### config.mk
export PLATFORM = sky130hd
export DESIGN_NAME = axi_lite_join_bridge
export DESIGN_NICKNAME = d
export VERILOG_FILES = /design/src/rtl/axi_lite_join_bridge.sv
export SDC_FILE = /design/constraint.sdc
export NUM_CORES = 1
export LEC_CHECK = 0
export CORE_ASPECT_RATIO = 0.75
export CORE_MARGIN = 8
export CORE_UTILIZATION = 35
export CTS_BUF_LIST = sky130_fd_sc_hd__clkbuf_16
export CTS_CLUSTER_SIZE = 40
export DETAILED_ROUTE_END_ITERATION = 10
export PLACE_DENSITY = 0.6
export RECOVER_POWER = 100
export SETUP_SLACK_MARGIN = 0.2
export SLEW_MARGIN = 10
export SYNTH_ARGS = -nofsm -noshare
export SYNTH_HDL_FRONTEND = slang
export SYNTH_SLANG_ARGS = --single-unit
### constraint.sdc
create_clock -name clock -period 3.5 [get_ports clock]
set_input_delay 0.7 -clock clock [delete_from_list [all_inputs] [get_ports clock]]
set_output_delay 0.7 -clock clock [all_outputs]
set_load 0.005 [all_outputs]
### src/rtl/axi_lite_join_bridge.sv
// AXI-Lite front-end bridge: buffers AW/W/AR independently, joins AW+W into a
// single-cycle downstream write, runs one transaction at a time with a response timeout.
module axi_lite_join_bridge #(
  parameter int unsigned ADDR_W  = 6,
  parameter int unsigned DATA_W  = 32,
  parameter int unsigned TIMEOUT = 1024
) (
  input  logic                clock,
  input  logic                reset,
  // Upstream write address
  input  logic [ADDR_W-1:0]   s_awaddr,
  input  logic                s_awvalid,
  output logic                s_awready,
  // Upstream write data
  input  logic [DATA_W-1:0]   s_wdata,
  input  logic [DATA_W/8-1:0] s_wstrb,
  input  logic                s_wvalid,
  output logic                s_wready,
  // Upstream write response
  output logic [1:0]          s_bresp,
  output logic                s_bvalid,
  input  logic                s_bready,
  // Upstream read address
  input  logic [ADDR_W-1:0]   s_araddr,
  input  logic                s_arvalid,
  output logic                s_arready,
  // Upstream read data
  output logic [DATA_W-1:0]   s_rdata,
  output logic [1:0]          s_rresp,
  output logic                s_rvalid,
  input  logic                s_rready,
  // Downstream slave
  output logic [ADDR_W-1:0]   m_awaddr,
  output logic                m_awvalid,
  output logic [DATA_W-1:0]   m_wdata,
  output logic [DATA_W/8-1:0] m_wstrb,
  output logic                m_wvalid,
  input  logic [1:0]          m_bresp,
  input  logic                m_bvalid,
  output logic [ADDR_W-1:0]   m_araddr,
  output logic                m_arvalid,
  input  logic [DATA_W-1:0]   m_rdata,
  input  logic                m_rvalid,
  output logic                m_rready
);

  localparam int unsigned StrbW = DATA_W / 8;
  localparam int unsigned CntW  = $clog2(TIMEOUT) + 1;
  localparam logic [CntW-1:0] CntLast = CntW'(TIMEOUT - 1);
  localparam logic [CntW-1:0] CntMax  = '1;
  localparam logic [1:0] RespOkay   = 2'b00;
  localparam logic [1:0] RespSlvErr = 2'b10;

  typedef enum logic [2:0] {
    StIdle,
    StWrIssue,
    StWrWait,
    StWrResp,
    StRdIssue,
    StRdWait,
    StRdResp
  } state_e;

  state_e state_q, state_d;
  logic   last_rd_q, last_rd_d;

  logic              aw_full_q, aw_full_d;
  logic [ADDR_W-1:0] aw_addr_q, aw_addr_d;
  logic              w_full_q, w_full_d;
  logic [DATA_W-1:0] w_data_q, w_data_d;
  logic [StrbW-1:0]  w_strb_q, w_strb_d;
  logic              ar_full_q, ar_full_d;
  logic [ADDR_W-1:0] ar_addr_q, ar_addr_d;

  logic [ADDR_W-1:0] m_awaddr_q, m_awaddr_d;
  logic [DATA_W-1:0] m_wdata_q, m_wdata_d;
  logic [StrbW-1:0]  m_wstrb_q, m_wstrb_d;
  logic [ADDR_W-1:0] m_araddr_q, m_araddr_d;

  logic [CntW-1:0]   cnt_q, cnt_d;
  logic [1:0]        bresp_q, bresp_d;
  logic [DATA_W-1:0] rdata_q, rdata_d;
  logic [1:0]        rresp_q, rresp_d;

  logic aw_hs, w_hs, ar_hs;
  logic wr_elig, rd_elig, tie, grant_wr, grant_rd;

  assign s_awready = !aw_full_q && !reset;
  assign s_wready  = !w_full_q && !reset;
  assign s_arready = !ar_full_q && !reset;

  assign aw_hs = s_awvalid && s_awready;
  assign w_hs  = s_wvalid && s_wready;
  assign ar_hs = s_arvalid && s_arready;

  // A handshake completing this cycle counts as buffered, so issue follows the next edge.
  assign wr_elig  = (aw_full_q || aw_hs) && (w_full_q || w_hs);
  assign rd_elig  = ar_full_q || ar_hs;
  assign tie      = wr_elig && rd_elig;
  assign grant_wr = wr_elig && (!rd_elig || last_rd_q);
  assign grant_rd = rd_elig && !grant_wr;

  always_comb begin
    state_d    = state_q;
    last_rd_d  = last_rd_q;
    aw_full_d  = aw_full_q || aw_hs;
    aw_addr_d  = aw_hs ? s_awaddr : aw_addr_q;
    w_full_d   = w_full_q || w_hs;
    w_data_d   = w_hs ? s_wdata : w_data_q;
    w_strb_d   = w_hs ? s_wstrb : w_strb_q;
    ar_full_d  = ar_full_q || ar_hs;
    ar_addr_d  = ar_hs ? s_araddr : ar_addr_q;
    m_awaddr_d = m_awaddr_q;
    m_wdata_d  = m_wdata_q;
    m_wstrb_d  = m_wstrb_q;
    m_araddr_d = m_araddr_q;
    cnt_d      = cnt_q;
    bresp_d    = bresp_q;
    rdata_d    = rdata_q;
    rresp_d    = rresp_q;

    unique case (state_q)
      StIdle: begin
        if (grant_wr) begin
          state_d    = StWrIssue;
          m_awaddr_d = aw_full_q ? aw_addr_q : s_awaddr;
          m_wdata_d  = w_full_q ? w_data_q : s_wdata;
          m_wstrb_d  = w_full_q ? w_strb_q : s_wstrb;
          cnt_d      = '0;
        end else if (grant_rd) begin
          state_d    = StRdIssue;
          m_araddr_d = ar_full_q ? ar_addr_q : s_araddr;
          cnt_d      = '0;
        end
        // Arbitration history only advances on contested grants.
        if (tie) begin
          last_rd_d = grant_rd;
        end
      end
      StWrIssue: begin
        aw_full_d = 1'b0;
        w_full_d  = 1'b0;
        if (m_bvalid) begin
          bresp_d = m_bresp;
          state_d = StWrResp;
        end else begin
          state_d = StWrWait;
        end
      end
      StWrWait: begin
        if (m_bvalid) begin
          bresp_d = m_bresp;
          state_d = StWrResp;
        end else if (cnt_q == CntLast) begin
          bresp_d = RespSlvErr;
          state_d = StWrResp;
        end else if (cnt_q != CntMax) begin
          cnt_d = cnt_q + CntW'(1);
        end
      end
      StWrResp: begin
        if (s_bready) begin
          state_d = StIdle;
        end
      end
      StRdIssue: begin
        ar_full_d = 1'b0;
        if (m_rvalid) begin
          rdata_d = m_rdata;
          rresp_d = RespOkay;
          state_d = StRdResp;
        end else begin
          state_d = StRdWait;
        end
      end
      StRdWait: begin
        if (m_rvalid) begin
          rdata_d = m_rdata;
          rresp_d = RespOkay;
          state_d = StRdResp;
        end else if (cnt_q == CntLast) begin
          rdata_d = '0;
          rresp_d = RespSlvErr;
          state_d = StRdResp;
        end else if (cnt_q != CntMax) begin
          cnt_d = cnt_q + CntW'(1);
        end
      end
      StRdResp: begin
        if (s_rready) begin
          state_d = StIdle;
        end
      end
      default: state_d = StIdle;
    endcase
  end

  always_ff @(posedge clock) begin
    if (reset) begin
      state_q    <= StIdle;
      last_rd_q  <= 1'b1;
      aw_full_q  <= 1'b0;
      aw_addr_q  <= '0;
      w_full_q   <= 1'b0;
      w_data_q   <= '0;
      w_strb_q   <= '0;
      ar_full_q  <= 1'b0;
      ar_addr_q  <= '0;
      m_awaddr_q <= '0;
      m_wdata_q  <= '0;
      m_wstrb_q  <= '0;
      m_araddr_q <= '0;
      cnt_q      <= '0;
      bresp_q    <= '0;
      rdata_q    <= '0;
      rresp_q    <= '0;
    end else begin
      state_q    <= state_d;
      last_rd_q  <= last_rd_d;
      aw_full_q  <= aw_full_d;
      aw_addr_q  <= aw_addr_d;
      w_full_q   <= w_full_d;
      w_data_q   <= w_data_d;
      w_strb_q   <= w_strb_d;
      ar_full_q  <= ar_full_d;
      ar_addr_q  <= ar_addr_d;
      m_awaddr_q <= m_awaddr_d;
      m_wdata_q  <= m_wdata_d;
      m_wstrb_q  <= m_wstrb_d;
      m_araddr_q <= m_araddr_d;
      cnt_q      <= cnt_d;
      bresp_q    <= bresp_d;
      rdata_q    <= rdata_d;
      rresp_q    <= rresp_d;
    end
  end

  assign m_awvalid = (state_q == StWrIssue);
  assign m_wvalid  = (state_q == StWrIssue);
  assign m_arvalid = (state_q == StRdIssue);
  assign m_rready  = (state_q == StRdIssue) || (state_q == StRdWait);
  assign m_awaddr  = m_awaddr_q;
  assign m_wdata   = m_wdata_q;
  assign m_wstrb   = m_wstrb_q;
  assign m_araddr  = m_araddr_q;

  assign s_bvalid = (state_q == StWrResp);
  assign s_bresp  = bresp_q;
  assign s_rvalid = (state_q == StRdResp);
  assign s_rdata  = rdata_q;
  assign s_rresp  = rresp_q;

endmodule

==> summary.md <==
| Metric | Value |
|---|---|
| Combinational Power Share | `0.261` |
| Fillers | `1540` |
| Sequential area share after synthesis | `0.4933` |
| Post-CTS Repair Setup Buffers | `0` |
| Cts repair resizes | `0` |
| DR WL/cell | `16.23 um` |
| CTS tree | `done` |
| First-pass GRT wire length | `between 20000 and 30000 um` |
| DRT antenna net count | `0` |
| Cell taking the most area after synthesis | `dfxtp_1` |
| Switching Fraction | `0.2975` |
| Worst Path Buf+Inv | `5` |
| Vias per cell | `roughly 5` |
| Total Wirelength | `around 17000 um` |
| Vias in the first global route | `5287` |
| CTS Hold Bufs | `0` |
| Core area | `approximately 17000 um2` |
| Post-synthesis cell count | `between 600 and 700` |
| DR DRC count | `0` |
| Initial Util | `0.3583` |
| Reg2Reg Depth | `6` |
| Yosys top cell area share | `0.4933` |
| Die H | `129.8 um` |
| Sequential power share | `0.391` |
| Area of the multi-input gates | `2758 um2` |
| CTS clk-pin slew, worst paths | `0.06 ns` |
| Yosys cell types | `between 50 and 60` |
| Worst skew pair latency | `0.41 ns` |
| R2R Setup Slk | `between 0.8 and 0.9 ns` |
| Slew @ Worst Pin | `about 1.4 ns` |
| Critical Path Most Common Cell | `buf_4` |
| Die W | `roughly 170 um` |
| Synthesized Nets | `around 740` |
| DP HPWL | `approximately 12000 um` |
| Worst slew margin | `0.05869` |
| Critical path's top delay family | `buffers and inverters` |
| Fin crit period | `2.908 ns` |
| RSZ-0062 raised after global routing | `no` |
| Clock Sinks | `approximately 150` |
| Period utilization | `0.8308` |
| Flop and latch count out of synthesis | `approximately 150` |
| Critical Path Max Stage Delay | `between 0.5 and 0.6 ns` |
| Leakage | `3.358 nW` |
| DR iter-0 viols | `around 300` |
| Netlist Area Pre-Place | `slightly above 6000 um2` |
| Fmax | `343.9 MHz` |
| Most area-consuming cells after synthesis | `dfxtp_1 49%, mux2i_1 10%, a211oi_1 5.1%, nand2_1 5.0%, nor2_1 5.0%` |
| Die area | `21780 um2` |
| Internal | `between 3 and 4 mW` |
| Clock power frac | `0.348` |
| Global route overflow | `0` |
| Antenna violations before repair | `1` |
| Post-synth EDFFs | `0` |
| Max clock buf depth | `2` |
| Outcome | `finished clean` |
| Max cap viols | `0` |
| RePlAce Congestion | `between 0.7 and 0.8` |
| Endpoint kind of the worst setup timing path | `register` |
| Pin count of the biggest net entering global routing | `73` |
| CP cell instances | `clkbuf_1 -> buf_4 -> clkinv_1 -> buf_4 -> and3_1 -> clkbuf_2 -> a22o_1` |
| Final Max Tran Viols | `0` |
| Yosys warning count | `0` |
| Depth of the CTS H-tree | `4` |
| Worst setup endpoint | `s_rdata[15]` |
| Levels on crit path | `7` |
| TritonRoute pass-1 iters | `4` |
| Fin util | `0.5053` |
| Total CTS buffers | `17` |
| Row count | `41` |
| Slowest-stage cell, CP | `clkbuf_1` |
| Via count | `roughly 5200` |
| Reg area | `about 3000 um2` |
| CP max FO | `between 40 and 50` |
| CP Class | `in2reg` |
| Sw power | `between 1.5 and 2 mW` |
| Final hold vios | `0` |
| Critical Path Start | `reset` |
| GRT Total Usage | `0.1533` |
| # IOs | `184` |
| PwrDens | `651.0 nW/um2` |
| Worst r2r src | `aw_full_q` |
| Main flop type after synthesis | `dfxtp_1` |
| Worst min path class | `reg2reg` |
| Setup crit start kind | `input port` |
| Port Buffer Count | `around 180` |
| Clock Tree Root | `clkbuf_16` |
| P&R area growth vs syn | `41.03%` |
| RR Endpoint | `m_wdata[27]` |
| Max VDD drop | `between 300 and 400 uV` |
| WP data arrival | `between 3 and 4 ns` |
| Fin nets | `approximately 900` |
| Fin Setup TNS | `0 ns` |
| Asr flop ratio synth | `0` |
| Top cells by count, synth | `149 x dfxtp_1, 80 x nand2_1, 80 x nor2_1` |
| Skew final | `around 0.008 ns` |
| Synthesized area per cell | `between 9 and 10 um2` |
| Critical Path RT | `approximately 3.8 ns` |
| Final setup vio count | `0` |
| Count leader, synth | `dfxtp_1` |
| Share of layout cells above drive strength 1 | `0.05983` |
[routing by layer]
metal  routed length, um  track usage  vias to the layer above
met2                7197       0.2352                      162
met1                7891       0.1889                     2378
met3                1582      0.07363                       15
li1                    -            -                     2630
met5                   0            0                        -
met4                 127      0.04398                        0
[worst register-to-register path, delay by kind of cell, from the launching register on]
family	cells	cell delay, ns
AOI/OAI and AO/OA	2	0.51
buffers and inverters	1	0.69
DFF	1	0.64
and+or+nand+nor	3	0.71
[kinds of logic after synthesis]
| group | synth area share |
|---|---|
| DFF | 0.4933 |
| adders and majority gates | 0.002069 |
| AOI/OAI and AO/OA | 0.2009 |
| xor gates and xnor gates | 0.001449 |
| muxes | 0.1028 |
| buffers and inverters | 0.04717 |
| and+or+nand+nor | 0.1517 |
| other | 0.0006201 |
[cell usage in the layout (no fill, tap or decap), types with 6 or more instances in the layout]
| cell type | count |
|---|---|
| a211oi_1 | 47 |
| a21oi_1 | 16 |
| a22o_1 | 32 |
| clkbuf_16 | 17 |
| clkdlybuf4s50_1 | 86 |
| dfxtp_1 | 148 |
| dlygate4sd3_1 | 95 |
| mux2i_1 | 61 |
| nand2_1 | 80 |
| nand2b_1 | 6 |
| nor2_1 | 80 |
| nor3_1 | 10 |
| o21ai_0 | 48 |
[through the flow]
step                hold WS [ns]  std cells  area (um2)  power [mW]  setup slack (ns)
global placement          0.4441       1002        7935       3.733            0.8096
floorplan                 0.4356        651        6047       3.061             1.266
finish                    0.4597       1035        8528       5.552            0.5921
CTS                       0.4624       1034        8562       5.725            0.7263
detailed placement        0.4526       1002        7935       3.768            0.7148
global route              0.4774       1035        8528       5.876            0.3797
[power groups by stage]
stage	sequential, mW	combinational, mW	clock (mW)
floorplan	2.15	0.915	0
finish	2.17	1.45	1.93
detailed placement	2.22	1.55	0
global route	2.21	1.60	2.06
global placement	2.20	1.53	0
CTS	2.18	1.56	1.98
[sequential cells by signal (all words and copies together), names as in the netlist, 2 cells and up]
register   cells
m_araddr       6
aw_addr_q      6
s_bresp        2
w_strb_q       4
s_rdata       32
m_wstrb        4
m_awaddr       6
cnt_q         11
ar_addr_q      6
w_data_q      32
state_q        3
m_wdata       32
[worst min-delay path by stage]
stage	startpoint	endpoint	slack, ns	cells past startpoint
floorplan	w_data_q[0]	w_data_q[0]	0.44	2
global placement	w_data_q[19]	w_data_q[19]	0.44	2
detailed placement	w_data_q[21]	w_data_q[21]	0.45	2
CTS	w_data_q[29]	w_data_q[29]	0.46	2
global route	w_strb_q[0]	w_strb_q[0]	0.48	2
finish	w_data_q[20]	w_data_q[20]	0.46	2
[cell type report]
class                      instances  area share
antenna                            1   0.0002934
timing repair buffer             190      0.2188
clock inverter                    15     0.02362
tap                              215     0.03154
sequential                       149      0.3499
multi-input combinational        442      0.3234
clock buffer                      17     0.04988
inverter                           6    0.002641
No activity file was read; power rests on OpenSTA's default activity.
